--- src/rtl/sensor_seq_pkg.sv ---
// -----------------------------------------------------------------------------
// sensor_seq_pkg
// Shared types, timing constants and small helpers for the sensor drive
// sequencer: FSM state encoding, counter widths, clear/trigger/sync pulse
// lengths, and the line-period clamp / frame line-total helpers.
// -----------------------------------------------------------------------------
package sensor_seq_pkg;

    localparam int CNT_W  = 16;
    localparam int LTOT_W = 17;

    typedef enum logic [2:0] {
        S_CLR   = 3'd0,
        S_IDLE  = 3'd1,
        S_TRIG  = 3'd2,
        S_LINE  = 3'd3,
        S_PAUSE = 3'd4
    } seq_state_e;

    localparam logic [4:0]        CLR_CYCLES  = 5'd16;
    localparam logic [1:0]        TRIG_WIDTH  = 2'd2;
    localparam logic [CNT_W-1:0]  XHS_WIDTH   = 16'd4;
    localparam logic [LTOT_W-1:0] VBLANK_LINE = 17'd22;
    // Shortest usable line: the sync pulse plus at least one low cycle.
    localparam logic [CNT_W-1:0]  MIN_PERIOD  = XHS_WIDTH + 16'd1;

    function automatic logic [CNT_W-1:0] clamp_period(input logic [CNT_W-1:0] period);
        return (period < MIN_PERIOD) ? MIN_PERIOD : period;
    endfunction

    // Active lines plus blanking, one bit wider so it can never overflow.
    function automatic logic [LTOT_W-1:0] line_total(input logic [CNT_W-1:0] height);
        return {1'b0, height} + VBLANK_LINE;
    endfunction

endpackage

--- src/rtl/sensor_seq_line_timer.sv ---
// -----------------------------------------------------------------------------
// sensor_seq_line_timer
// Line period counter for the sensor drive sequencer.
//   clk, reset_n : clock, asynchronous active-low reset
//   load         : start a fresh line (timer becomes 0 next cycle)
//   run          : advance the timer; low freezes it
//   hs_en        : the coming cycle belongs to an active line period
//   period       : clocks per line (already clamped)
//   line_end     : strobe, high while the timer sits at period-1 and running
//   xhs          : registered line sync, high for the first XHS_WIDTH clocks
// -----------------------------------------------------------------------------
module sensor_seq_line_timer
    import sensor_seq_pkg::*;
(
    input  logic             clk,
    input  logic             reset_n,
    input  logic             load,
    input  logic             run,
    input  logic             hs_en,
    input  logic [CNT_W-1:0] period,
    output logic             line_end,
    output logic             xhs
);

    logic [CNT_W-1:0] timer_r;
    logic [CNT_W-1:0] timer_nxt_s;
    logic             xhs_r;

    assign line_end = run && (timer_r == (period - 16'd1));

    // Next timer value: restart on load, wrap at line end, hold when frozen.
    always_comb begin
        timer_nxt_s = timer_r;
        if (load) begin
            timer_nxt_s = 16'd0;
        end else if (run) begin
            if (line_end) begin
                timer_nxt_s = 16'd0;
            end else begin
                timer_nxt_s = timer_r + 16'd1;
            end
        end else begin
            timer_nxt_s = timer_r;
        end
    end

    // Timer register and sync pulse, decoded from the next timer value so
    // the pulse is registered yet aligned with the timer.
    always_ff @(posedge clk or negedge reset_n) begin
        if (!reset_n) begin
            timer_r <= 16'd0;
            xhs_r   <= 1'b0;
        end else begin
            timer_r <= timer_nxt_s;
            xhs_r   <= hs_en && (timer_nxt_s < XHS_WIDTH);
        end
    end

    assign xhs = xhs_r;

endmodule

--- src/rtl/sensor_drive_sequencer.sv ---
// -----------------------------------------------------------------------------
// sensor_drive_sequencer
// Drives the sensor model control pins: clear release, frame trigger, per-line
// sync, vertical blanking and pause, in free-run or external-trigger mode.
// Optional feature macro: SENSOR_SEQ_OVERRUN_CNT_EN adds a saturating count of
// trigger edges dropped while busy (ports i_overrun_clr, ov_overrun_cnt).
// Ports:
//   clk, reset_n       clock, asynchronous active-low reset
//   i_enable           run sequencer; a rising edge seen in idle re-clears
//   i_free_run         start frames back to back instead of waiting for trigger
//   i_ext_trig         external trigger, rising edge starts a frame
//   i_pause_req        pause request, honoured at line boundaries
//   iv_line_period     clocks per line (latched at frame start)
//   iv_height          active lines per frame (latched at frame start)
//   o_xclr             sensor clear, active-low
//   o_xtrig, o_xvs     frame trigger pulse and one-cycle frame-start marker
//   o_xhs              line sync pulse
//   o_pause_en         sensor pause
//   o_busy             frame in progress
//   ov_frame_cnt       completed frames, wrapping
// -----------------------------------------------------------------------------
module sensor_drive_sequencer
    import sensor_seq_pkg::*;
(
    input  logic             clk,
    input  logic             reset_n,
    input  logic             i_enable,
    input  logic             i_free_run,
    input  logic             i_ext_trig,
    input  logic             i_pause_req,
    input  logic [CNT_W-1:0] iv_line_period,
    input  logic [CNT_W-1:0] iv_height,
    output logic             o_xclr,
    output logic             o_xtrig,
    output logic             o_xhs,
    output logic             o_xvs,
    output logic             o_pause_en,
    output logic             o_busy,
`ifdef SENSOR_SEQ_OVERRUN_CNT_EN
    input  logic             i_overrun_clr,
    output logic [CNT_W-1:0] ov_overrun_cnt,
`endif
    output logic [CNT_W-1:0] ov_frame_cnt
);

    seq_state_e        state_r;
    logic [4:0]        clr_cnt_r;
    logic [1:0]        trig_cnt_r;
    logic [LTOT_W-1:0] line_cnt_r;
    logic [LTOT_W-1:0] total_r;
    logic [CNT_W-1:0]  per_lat_r;
    logic [CNT_W-1:0]  frame_cnt_r;
    logic              xclr_r, xtrig_r, xvs_r, pause_en_r, busy_r;
    logic              en_d_r, trig_d_r;

    logic en_rise_s, trig_rise_s, accept_s;
    logic trig_done_s, last_line_s, frame_done_s, pause_go_s, resume_s;
    logic load_s, run_s, hs_en_s, line_end_s, xhs_s;

    assign en_rise_s    = i_enable && !en_d_r;
    assign trig_rise_s  = i_ext_trig && !trig_d_r;
    // Enable re-rise wins over a start request in the same cycle.
    assign accept_s     = (state_r == S_IDLE) && !en_rise_s && i_enable &&
                          (i_free_run || trig_rise_s);
    assign trig_done_s  = (state_r == S_TRIG) && (trig_cnt_r == (TRIG_WIDTH - 2'd1));
    assign last_line_s  = ((line_cnt_r + 17'd1) == total_r);
    assign run_s        = (state_r == S_LINE);
    // Frame completion takes priority over a pause request on the last line.
    assign frame_done_s = run_s && line_end_s && last_line_s;
    assign pause_go_s   = run_s && line_end_s && !last_line_s && i_pause_req;
    assign resume_s     = (state_r == S_PAUSE) && !i_pause_req;
    assign load_s       = trig_done_s || resume_s;
    assign hs_en_s      = load_s || (run_s && !frame_done_s && !pause_go_s);

    sensor_seq_line_timer u_line_timer (
        .clk      (clk),
        .reset_n  (reset_n),
        .load     (load_s),
        .run      (run_s),
        .hs_en    (hs_en_s),
        .period   (per_lat_r),
        .line_end (line_end_s),
        .xhs      (xhs_s)
    );

    // Edge-detect history for enable and external trigger.
    always_ff @(posedge clk or negedge reset_n) begin
        if (!reset_n) begin
            en_d_r   <= 1'b0;
            trig_d_r <= 1'b0;
        end else begin
            en_d_r   <= i_enable;
            trig_d_r <= i_ext_trig;
        end
    end

    // Sequencer FSM with its counters, latches and registered outputs.
    always_ff @(posedge clk or negedge reset_n) begin
        if (!reset_n) begin
            state_r     <= S_CLR;
            clr_cnt_r   <= 5'd0;
            trig_cnt_r  <= 2'd0;
            line_cnt_r  <= 17'd0;
            total_r     <= 17'd0;
            per_lat_r   <= MIN_PERIOD;
            frame_cnt_r <= 16'd0;
            xclr_r      <= 1'b0;
            xtrig_r     <= 1'b0;
            xvs_r       <= 1'b0;
            pause_en_r  <= 1'b0;
            busy_r      <= 1'b0;
        end else begin
            xvs_r <= 1'b0;
            case (state_r)
                S_CLR: begin
                    if (clr_cnt_r == (CLR_CYCLES - 5'd1)) begin
                        clr_cnt_r <= 5'd0;
                        xclr_r    <= 1'b1;
                        state_r   <= S_IDLE;
                    end else begin
                        clr_cnt_r <= clr_cnt_r + 5'd1;
                    end
                end
                S_IDLE: begin
                    if (en_rise_s) begin
                        clr_cnt_r <= 5'd0;
                        xclr_r    <= 1'b0;
                        state_r   <= S_CLR;
                    end else if (accept_s) begin
                        per_lat_r <= clamp_period(iv_line_period);
                        total_r   <= line_total(iv_height);
                        // A zero-height request is dropped; stay idle.
                        if (iv_height != 16'd0) begin
                            trig_cnt_r <= 2'd0;
                            xtrig_r    <= 1'b1;
                            xvs_r      <= 1'b1;
                            busy_r     <= 1'b1;
                            state_r    <= S_TRIG;
                        end
                    end
                end
                S_TRIG: begin
                    if (trig_done_s) begin
                        xtrig_r    <= 1'b0;
                        line_cnt_r <= 17'd0;
                        state_r    <= S_LINE;
                    end else begin
                        trig_cnt_r <= trig_cnt_r + 2'd1;
                    end
                end
                S_LINE: begin
                    if (frame_done_s) begin
                        line_cnt_r  <= 17'd0;
                        busy_r      <= 1'b0;
                        frame_cnt_r <= frame_cnt_r + 16'd1;
                        state_r     <= S_IDLE;
                    end else if (line_end_s) begin
                        line_cnt_r <= line_cnt_r + 17'd1;
                        if (pause_go_s) begin
                            pause_en_r <= 1'b1;
                            state_r    <= S_PAUSE;
                        end
                    end
                end
                S_PAUSE: begin
                    if (resume_s) begin
                        pause_en_r <= 1'b0;
                        state_r    <= S_LINE;
                    end
                end
                default: begin
                    state_r <= S_CLR;
                end
            endcase
        end
    end

`ifdef SENSOR_SEQ_OVERRUN_CNT_EN
    logic [CNT_W-1:0] ovr_cnt_r;
    logic             ignored_s;

    assign ignored_s = trig_rise_s &&
                       ((state_r == S_TRIG) || (state_r == S_LINE) || (state_r == S_PAUSE));

    // Saturating count of trigger edges dropped while a frame runs; clear wins.
    always_ff @(posedge clk or negedge reset_n) begin
        if (!reset_n) begin
            ovr_cnt_r <= 16'd0;
        end else if (i_overrun_clr) begin
            ovr_cnt_r <= 16'd0;
        end else if (ignored_s && (ovr_cnt_r != 16'hFFFF)) begin
            ovr_cnt_r <= ovr_cnt_r + 16'd1;
        end
    end

    assign ov_overrun_cnt = ovr_cnt_r;
`endif

    assign o_xclr       = xclr_r;
    assign o_xtrig      = xtrig_r;
    assign o_xhs        = xhs_s;
    assign o_xvs        = xvs_r;
    assign o_pause_en   = pause_en_r;
    assign o_busy       = busy_r;
    assign ov_frame_cnt = frame_cnt_r;

endmodule

--- config.mk ---
export PLATFORM = sky130hd
export DESIGN_NAME = sensor_drive_sequencer
export DESIGN_NICKNAME = d
export VERILOG_FILES = /design/src/rtl/sensor_seq_pkg.sv /design/src/rtl/sensor_seq_line_timer.sv /design/src/rtl/sensor_drive_sequencer.sv
export SDC_FILE = /design/constraint.sdc
export NUM_CORES = 1
export LEC_CHECK = 0
export ABC_AREA = 1
export CAP_MARGIN = 20
export CORE_MARGIN = 3
export CORE_UTILIZATION = 30
export CTS_CLUSTER_SIZE = 10
export DETAILED_ROUTE_END_ITERATION = 8
export PLACE_DENSITY = 0.54
export SYNTH_ARGS = -nofsm -noshare
export SYNTH_HDL_FRONTEND = slang
export SYNTH_SLANG_ARGS = --single-unit
--- constraint.sdc ---
create_clock -name clk -period 4.1 [get_ports clk]
set_input_delay 0.615 -clock clk [delete_from_list [all_inputs] [get_ports clk]]
set_output_delay 0.615 -clock clk [all_outputs]
set_load 0.05 [all_outputs]
==> results of run 1 <==
[final timing paths]
check                                                from                            to  slack, ns
worst max-delay path             per_lat_r[0]$_DFFE_PN1P_     line_cnt_r[5]$_DFFE_PN0P_       1.16
worst min-delay path                              reset_n        state_r[1]$_DFFE_PN0P_       0.38
worst max register to register   per_lat_r[0]$_DFFE_PN1P_     line_cnt_r[5]$_DFFE_PN0P_       1.16
worst min register to register  trig_cnt_r[0]$_DFFE_PN0P_     trig_cnt_r[0]$_DFFE_PN0P_       0.48
max in group asynchronous                         reset_n  ov_frame_cnt[12]$_DFFE_PN0P_       2.92
min in group clk                trig_cnt_r[0]$_DFFE_PN0P_     trig_cnt_r[0]$_DFFE_PN0P_       0.48
[cell usage in the layout (no fill, tap or decap), types with 2 or more instances in the layout]
| cell | count |
|---|---|
| nor3b_1 | 2 |
| nand3_2 | 2 |
| nor2_2 | 12 |
| o21ai_1 | 11 |
| nor2_1 | 119 |
| nor3_1 | 23 |
| o22ai_1 | 15 |
| clkinv_2 | 2 |
| nand2_1 | 295 |
| inv_2 | 3 |
| nor2_4 | 5 |
| nand4_1 | 18 |
| dfstp_2 | 2 |
| nand3_1 | 106 |
| dfrtp_1 | 98 |
| nor2_8 | 2 |
| nand3b_1 | 8 |
| ha_1 | 7 |
| xor2_1 | 14 |
| o21ai_0 | 41 |
| a21oi_1 | 19 |
| xnor2_1 | 19 |
| clkbuf_16 | 9 |
| o21a_1 | 2 |
| buf_4 | 8 |
| nand2_2 | 12 |
| clkdlybuf4s50_1 | 58 |
| nor4_1 | 9 |
| inv_1 | 125 |
| a21boi_0 | 2 |
[state kept, by name, summed over array words and instances, names as in the netlist, 2 cells and up]
signal	count
u_line_timer.timer_r	16
per_lat_r	16
clr_cnt_r	5
line_cnt_r	17
total_r	17
state_r	3
trig_cnt_r	2
ov_frame_cnt	16
[cells by family (layout without fill, tap and decap cells)]
kind of cell,after synthesis,after routing,share of synthesized area (%)
AND/OR/NAND/NOR,617,617,40.6
buffers and inverters,143,209,8.23
flip-flops,100,100,37.0
AO/OA/AOI/OAI,97,97,7.93
XOR/XNOR,35,35,4.84
adder cells (fa/ha/maj),7,7,1.29
multiplexers,1,1,0.148
[per-layer routing]
metal  vias to the layer above  part of all wire, %  track usage (%)
met5                         -                    0                0
met4                         0                 0.90             2.67
li1                       3354                    -                -
met3                        12                  2.7             2.85
met2                        89                   49             28.0
met1                      2970                   47             20.6
[cells in the mapped netlist, drive strengths merged]
cell type / n
a2111oi: 1
a32o: 1
buf: 10
xor2: 15
nor3: 24
nor4: 9
clkbuf: 5
xnor2: 19
o21a: 2
nand4: 18
ha: 7
a21oi: 19
nand2: 308
o211ai: 1
dfrtp: 98
nor3b: 2
o21bai: 1
dfstp: 2
mux2i: 1
nand3b: 8
o21ai: 53
a31o: 1
nor2: 138
xnor3: 1
nand3: 108
a31oi: 1
or2: 1
or4: 1
inv: 128
o22ai: 15
a21boi: 2
[cell type report]
cell class                      count  area (sq um)  share of cell area, %
Timing Repair Buffer               66           641                   8.06
Multi-Input combinational cell    757          3710                   46.6
Clock buffer                       11           243                   3.05
Sequential cell                   100          2500                   31.5
Clock inverter                      4          26.3                  0.330
Inverter                          128           480                   6.04
Tap cell                          280           350                   4.41
[metrics by stage]
step | power [W] | util [%] | area [sq um] | instances
2_1_floorplan | 0.00274 | - | 6770 | 1000
3_3_place_gp | 0.00321 | 34.9 | 7680 | 1331
3_5_place_dp | 0.00322 | 34.9 | 7680 | 1331
4_1_cts | 0.00406 | 36.1 | 7950 | 1346
5_1_grt | 0.00439 | 36.1 | 7950 | 1346
6_report | 0.00402 | 36.1 | 7950 | 1346
[critical path: stages (launching register included)]
cell and delay (ns):
dfstp_2 0.56, inv_1 0.10, ha_1 0.28, nand2_2 0.16, nor2_2 0.07, nand2_1 0.07, nand2_1 0.05, nand2_1 0.10
nand2_1 0.06, nor2_1 0.10, nand3_1 0.17, nor2_4 0.19, nand2_4 0.12, nand2_2 0.23, buf_4 0.33, nand3_1 0.13
o22ai_1 0.13
[power by group]
| part | leakage, nW | internal [W] | switching [W] | total, W |
|---|---|---|---|---|
| sequential | 1.31 | 0.00123 | 0.000248 | 0.00148 |
| combinational | 2.28 | 0.000621 | 0.00110 | 0.00172 |
| clock | 0.131 | 0.000425 | 0.000395 | 0.000820 |
==> results.toml, run 1 <==
[sta]
hold_viol = 0
post-route-period-util_pct = 71.7
clock.fmax_mhz = 340
setup_viol = 0
whs_ns = 0.384
layout_setup_ws_ns = 1.16
rsz0062_at_grt = "no"
slew_headroom_pct = 42.0
setup-tns-final_ns = 0
worst_slew_pin_slew_ns = 0.870
drv_slew = 0
period_needed_ns = 2.94
clock_skew_ns = 0.00849

[die]
start_util_pct = 30.7
core_sq_mm = 0.0220
io_pins = 60
die_area_sq_mm = 0.0244
rows = 54
die_h_um = 156
die-width_um = 156

[clock_network]
clk_pin_slew_ns = 0.07
cts-root-buf = "clkbuf_16"
clk_latency_ns = 0.35
htreeDepth = 3
cts.sinks = 100
cts_max_path_buffers = 2
cts_tree = "yes"
cts_buffers = 9
post_cts_resized = 0
postCtsHoldBufs = 0
post_cts_buffers = 0

[placed_design]
port_buffers = 59
post-place-ws_ns = 1.16
place_congestion = 0.853
dp.final_hpwl_mm = 14.8

[hold_path]
hold_class = "in -> async"

[detailed_routing]
antenna_left = 0
via_count = 6425
wl_per_cell_um = 14.0
wl_mm = 18.8
drtIter0Drc = 351
firstDrtPassIters = 6
drc = 0
routed_via_density = 4.77

[synthesis]
synth.distinct_cells = 45
syn_avg_cell_area_sq_um = 6.77
synth_warnings = 0
synth.top_cell.area_share_pct = 36.2
synth_area_leaders = "dfrtp_1 36%, nand2_1 16%, nand3_1 7.8%"
yosysTopAreaCell = "dfrtp_1"
synth-seq-cells = 100
netlist_instances = 1000
ys_seq_area_share_pct = 37.0
synth_fp_nets = 1045
syn_area_sq_mm = 0.00677

[worst_setup_path]
worst-path-max-fanout = 23
r2r.worst_path.cells = 16
required_ns = 4.37
cp.arrival_ns = 3.22
crit_path_start_kind = "flip-flop"
critical_path_class = "reg -> reg"
crit_path_end_kind = "flip-flop"

[global_routing]
antenna_found_initial = 0
gr-usage-all-layers_pct = 15.9
grt_pass1_vias = 6300
grt_max_degree = 63
overflow = 0
grt_pass1_wl_mm = 31.3

[finish]
fillers = 2378
nNetsFinal = 1107
syn2layout_area_growth_pct = 17.5
layout-drive-gt1-share_pct = 6.19
n_antenna_cell = 0

[run]
max_cap_violations = 0

[power]
power_density_mw_per_mm2 = 505
peakVddDrop_uv = 226
leakage_nw = 3.72

[run_status]
outcome = "completed"
(Power assumes the default switching activity.)
==> inputs of run 2 (changes only) <==
--- a/config.mk
+++ b/config.mk
@@ -11,7 +11,7 @@
 export CORE_UTILIZATION = 30
 export CTS_CLUSTER_SIZE = 10
 export DETAILED_ROUTE_END_ITERATION = 8
-export PLACE_DENSITY = 0.54
+export PLACE_DENSITY = 0.56
 export SYNTH_ARGS = -nofsm -noshare
 export SYNTH_HDL_FRONTEND = slang
 export SYNTH_SLANG_ARGS = --single-unit
==> constraint.sdc (replaced) <==
create_clock -name clk -period 2.5 [get_ports clk]
set_input_delay 0.375 -clock clk [delete_from_list [all_inputs] [get_ports clk]]
set_output_delay 0.375 -clock clk [all_outputs]
set_load 0.05 [all_outputs]
==> results.toml, run 2 (synthesized netlist as in run 1, its figures left out) <==
[global_routing]
grt_max_degree = 50
grt_pass1_wl_mm = 31.7
antenna_found_initial = 0
grt_pass1_vias = 6481
gr-usage-all-layers_pct = 16.1
overflow = 0

[clock_network]
cts_tree = "yes"
cts_buffers = 9
clk_latency_ns = 0.37
clk_pin_slew_ns = 0.08
cts-root-buf = "clkbuf_16"
cts_max_path_buffers = 2
postCtsHoldBufs = 0
htreeDepth = 3
cts.sinks = 100

[worst_setup_path]
crit_path_top_delay_cell = "dfstp_2"
cp.arrival_ns = 2.72
crit_path_start_kind = "flip-flop"
crit_chain = "inv_2 -> ha_4 -> inv_1 -> nand2_1 -> nand2_1 -> nand2_1 -> nand2_1 -> nand4_1 -> nor2_1 -> nand3_2 -> buf_4 -> nor3_4 -> nand3_1 -> nand3_2 -> nand2_1 -> nand2_1 -> nand2_1"
path_delay_family = "simple AND/OR/NAND/NOR gates"
path_buf_inv = 3
r2r-start = "per_lat_r[0]$_DFFE_PN1P_"
cpPeakStageDelay_ns = 0.55
crit_path_end_kind = "flip-flop"
critical_path_class = "reg -> reg"
ff2ff_setup_slack_ns = 0.03
r2r_end = "state_r[0]$_DFFE_PN0P_"
cp_common_cell = "nand2_1"
required_ns = 2.75
r2r.worst_path.cells = 17
worst-path-max-fanout = 5

[finish]
nNetsFinal = 1174
n_antenna_cell = 0
instances_no_fill = 1414
layout-drive-gt1-share_pct = 17.5
layout_commonest_cell = "nand2_1"
syn2layout_area_growth_pct = 31.3
reg_top3 = "line_cnt_r (17), total_r (17)"
layout_common_cells = "283 x nand2_1, 121 x inv_1, 104 x nor2_1, 94 x dfrtp_1, 90 x nand3_1"
fillers = 2291
seq_area_sq_mm = 0.00251
multi_input_area_sq_mm = 0.00404

[die]
start_util_pct = 30.7
die_area_sq_mm = 0.0244
rows = 54
io_pins = 60
die-width_um = 156
die_h_um = 156
core_sq_mm = 0.0220

[power]
seq_power_share_pct = 33.3
peakVddDrop_uv = 392
p_sw_w = 0.00318
switching_share_pct = 43.7
p_int_w = 0.00410
p_clk_share_pct = 19.8
leakage_nw = 4.16
comb_power_share_pct = 47.0
power_density_mw_per_mm2 = 819

[placed_design]
place_congestion = 0.861
dpl.cell_count = 1390
dp.final_hpwl_mm = 15.0
port_buffers = 59

[detailed_routing]
firstDrtPassIters = 7
via_count = 6675
routed_via_density = 4.72
wl_per_cell_um = 13.6
drtIter0Drc = 302
antenna_left = 0
wl_mm = 19.3
drc = 0

[run]
max_cap_violations = 0

[run_status]
outcome = "completed"

[sta]
period_needed_ns = 2.47
hold_viol = 0
slew_headroom_pct = 60.9
worst_slew_pin_slew_ns = 0.587
rsz0062_at_grt = "yes"
setup-tns-final_ns = 0
drv_slew = 0
clock_skew_ns = 0.0120
clock.fmax_mhz = 406
whs_ns = 0.00415
post-route-period-util_pct = 98.6
setup_viol = 0

[hold_path]
hold_class = "in -> async"
==> run 2: cell types whose count changed in the layout (fill, tap and decap cells not counted), sizes merged <==
cell	previous run	this run
inv	128	131
buf	8	75
clkinvlp	1	0
clkbuf	11	9
clkinv	3	4
==> run 2: through the flow <==
step | cell area [sq um] | power, W | utilization, % | worst slack, ns
floorplan | 6770 | 0.00450 | - | 0.155
global placement | 8160 | 0.00553 | 37.1 | -0.0332
detailed placement | 8160 | 0.00555 | 37.1 | -0.0730
CTS | 8480 | 0.00704 | 38.5 | 0.000471
global route | 8890 | 0.00791 | 40.4 | -0.161
finish | 8890 | 0.00728 | 40.4 | 0.0346
==> run 2: area by class of cell <==
cell class	instances	share of cell area, %
Multi-Input combinational cell	757	45.5
Sequential cell	100	28.2
Timing Repair Buffer	133	13.6
Inverter	128	5.41
Tap cell	280	3.94
Clock buffer	9	2.53
Clock inverter	7	0.802
==> run 2: power groups by stage <==
stage | combinational [W] | sequential, W | clock [W]
5_1_grt | 0.00389 | 0.00249 | 0.00154
3_3_place_gp | 0.00312 | 0.00241 | 0
6_report | 0.00342 | 0.00242 | 0.00144
2_1_floorplan | 0.00209 | 0.00241 | 0
3_5_place_dp | 0.00314 | 0.00242 | 0
4_1_cts | 0.00317 | 0.00239 | 0.00148
==> run 2: worst reg2reg max path, stage by stage (launching register included) <==
cell	delay, ns
dfstp_2	0.55
inv_2	0.05
ha_4	0.18
inv_1	0.05
nand2_1	0.08
nand2_1	0.08
nand2_1	0.05
nand2_1	0.10
nand4_1	0.10
nor2_1	0.12
nand3_2	0.11
buf_4	0.16
nor3_4	0.19
nand3_1	0.21
nand3_2	0.13
nand2_1	0.07
nand2_1	0.07
nand2_1	0.04
==> run 2: how the worst max path moves through the flow <==
stage | slack [ns] | from | to | cells after the start
floorplan | 0.16 | per_lat_r[0]$_DFFE_PN1P_ | line_cnt_r[3]$_DFFE_PN0P_ | 17
global placement | -0.03 | iv_height[1] | total_r[15]$_DFFE_PN0P_ | 13
detailed placement | -0.07 | iv_height[1] | total_r[15]$_DFFE_PN0P_ | 13
CTS | 0.0005 | line_cnt_r[0]$_DFFE_PN0P_ | line_cnt_r[0]$_DFFE_PN0P_ | 16
global route | -0.16 | per_lat_r[1]$_DFFE_PN0P_ | state_r[0]$_DFFE_PN0P_ | 18
finish | 0.03 | per_lat_r[0]$_DFFE_PN1P_ | state_r[0]$_DFFE_PN0P_ | 17
==> run 2: timing repair <==
item,in CTS,in global routing
gates resized for setup,5,89
setup buffers,0,8
endpoints found under the hold margin,0,0
setup endpoints to repair,15,48
pin swaps,2,25
==> run 2: layer usage <==
layer | GRT usage (%) | vias up | share of wire, %
li1 | - | 3495 | -
met1 | 20.8 | 3068 | 47
met2 | 27.8 | 88 | 48
met3 | 1.80 | 24 | 2.7
met4 | 5.88 | 0 | 2.4
met5 | 0 | - | 0
==> inputs of run 3 (changes only) <==
--- a/config.mk
+++ b/config.mk
@@ -9,9 +9,8 @@
 export CAP_MARGIN = 20
 export CORE_MARGIN = 3
 export CORE_UTILIZATION = 30
-export CTS_CLUSTER_SIZE = 10
+export CTS_CLUSTER_SIZE = 20
 export DETAILED_ROUTE_END_ITERATION = 8
-export PLACE_DENSITY = 0.56
 export SYNTH_ARGS = -nofsm -noshare
 export SYNTH_HDL_FRONTEND = slang
 export SYNTH_SLANG_ARGS = --single-unit
==> results.toml, run 3 (synthesized netlist as in run 1, its figures left out) <==
[worst_setup_path]
worst-path-max-fanout = 9
ff2ff_setup_slack_ns = 0.002
crit_path_end_kind = "flip-flop"
crit_path_start_kind = "flip-flop"
required_ns = 2.74
r2r.worst_path.cells = 18
r2r_end = "ov_frame_cnt[4]$_DFFE_PN0P_"
r2r-start = "line_cnt_r[0]$_DFFE_PN0P_"
critical_path_class = "reg -> reg"
cp.arrival_ns = 2.74

[finish]
syn2layout_area_growth_pct = 31.3
layout_common_cells = "283 x nand2_1, 120 x inv_1, 103 x nor2_1, 95 x dfrtp_1, 88 x nand3_1"
instances_no_fill = 1409
n_antenna_cell = 0
layout-drive-gt1-share_pct = 17.2
utilization_pct = 40.3
reg_top3 = "line_cnt_r (17), total_r (17)"
layout_commonest_cell = "nand2_1"
nNetsFinal = 1170

[power]
p_sw_w = 0.00310
peakVddDrop_uv = 327
leakage_nw = 4.16
switching_share_pct = 41.7
p_clk_share_pct = 21.1
p_int_w = 0.00434
comb_power_share_pct = 46.5
seq_power_share_pct = 32.4
power_density_mw_per_mm2 = 838

[die]
rows = 54
die-width_um = 156
start_util_pct = 30.7
core_sq_mm = 0.0220
io_pins = 60
die_h_um = 156
die_area_sq_mm = 0.0244

[detailed_routing]
antenna_left = 0
wl_per_cell_um = 13.6
routed_via_density = 4.82
via_count = 6787
drtIter0Drc = 365
wl_mm = 19.2
drc = 0
firstDrtPassIters = 5

[placed_design]
post-place-ws_ns = -0.0776
dpl.cell_count = 1384
dp.final_hpwl_mm = 14.7
place_congestion = 0.872
port_buffers = 59

[clock_network]
cts_tree = "yes"
htreeDepth = 3
cts.sinks = 100
clk_pin_slew_ns = 0.07
cts_max_path_buffers = 2
postCtsHoldBufs = 0
cts_buffers = 9
clk_latency_ns = 0.36
cts-root-buf = "clkbuf_16"

[global_routing]
top_usage_layer = "met2"
grt_pass1_wl_mm = 31.4
met3_usage_pct = 3.10
grt_max_degree = 50
overflow = 0
grt_pass1_vias = 6477
gr-usage-all-layers_pct = 15.9
use_met2_pct = 27.5
antenna_found_initial = 0
grtUsageMet1_pct = 20.0

[sta]
setup-tns-final_ns = 0
rsz0062_at_grt = "yes"
setup_viol = 0
worst_slew_pin_slew_ns = 0.555
hold_viol = 0
whs_ns = 0.0104
clock_skew_ns = 0.0139
layout_setup_ws_ns = 0.00176
post-route-period-util_pct = 99.9
clock.fmax_mhz = 400
drv_slew = 0
slew_headroom_pct = 62.0
period_needed_ns = 2.50

[hold_path]
hold_class = "in -> async"

[run_status]
outcome = "completed"

[run]
max_cap_violations = 0
==> run 3: critical path, cell delays in order (launching register included) <==
cell     delay [ns]
dfrtp_1        0.37
buf_6          0.11
ha_4           0.16
nand2_4        0.08
nor2_4         0.21
buf_6          0.14
nand4_1        0.10
nand2_2        0.13
buf_6          0.11
nor2_2         0.03
nor2_1         0.10
nand2_1        0.10
nor2_4         0.12
nand3_4        0.11
nor2_8         0.15
buf_12         0.13
nand2_2        0.07
o21ai_1        0.12
nand2_1        0.05
==> run 3: how the worst max path moves through the flow <==
stage / slack, ns / to / from / cells past startpoint
floorplan: 0.16 / line_cnt_r[3]$_DFFE_PN0P_ / per_lat_r[0]$_DFFE_PN1P_ / 17
global placement: -0.02 / total_r[14]$_DFFE_PN0P_ / iv_height[2] / 15
detailed placement: -0.08 / total_r[15]$_DFFE_PN0P_ / iv_height[1] / 13
CTS: -0.03 / state_r[0]$_DFFE_PN0P_ / per_lat_r[1]$_DFFE_PN0P_ / 15
global route: -0.14 / ov_frame_cnt[4]$_DFFE_PN0P_ / line_cnt_r[1]$_DFFE_PN0P_ / 18
finish: 0.002 / ov_frame_cnt[4]$_DFFE_PN0P_ / line_cnt_r[0]$_DFFE_PN0P_ / 18
==> run 3: routing by layer <==
layer,share of wire (%),vias up
met5,0,-
met4,2.5,0
met3,3.8,32
met2,49,106
met1,45,3165
li1,-,3484
==> run 3: power groups by stage <==
stage               registers (W)  clock network, W  logic [W]
finish                    0.00241           0.00157    0.00346
detailed placement        0.00241                 0    0.00313
floorplan                 0.00241                 0    0.00209
global placement          0.00241                 0    0.00310
CTS                       0.00238           0.00162    0.00316
global route              0.00247           0.00167    0.00390
==> run 3: per-stage QoR <==
| stage | area, sq um | power, W |
|---|---|---|
| 5_1_grt | 8890 | 0.00804 |
| 4_1_cts | 8470 | 0.00716 |
| 3_5_place_dp | 8130 | 0.00554 |
| 6_report | 8890 | 0.00745 |
| 2_1_floorplan | 6770 | 0.00450 |
| 3_3_place_gp | 8130 | 0.00551 |
==> run 3: cell type report <==
| type | instances | area (sq um) |
|---|---|---|
| inverters | 128 | 480 |
| fillers | 2257 | 13100 |
| clock buffers | 12 | 256 |
| clock inverters | 3 | 68.8 |
| multi-input cells | 757 | 4030 |
| well taps | 280 | 350 |
| flip-flops and latches | 100 | 2510 |
| repair buffers | 129 | 1190 |
==> run 3: timing repair <==
action,CTS,global route
setup endpoints to repair,15,42
gates cloned,0,0
buffers inserted,0,10
gates resized for setup,4,91
pin swaps,1,24
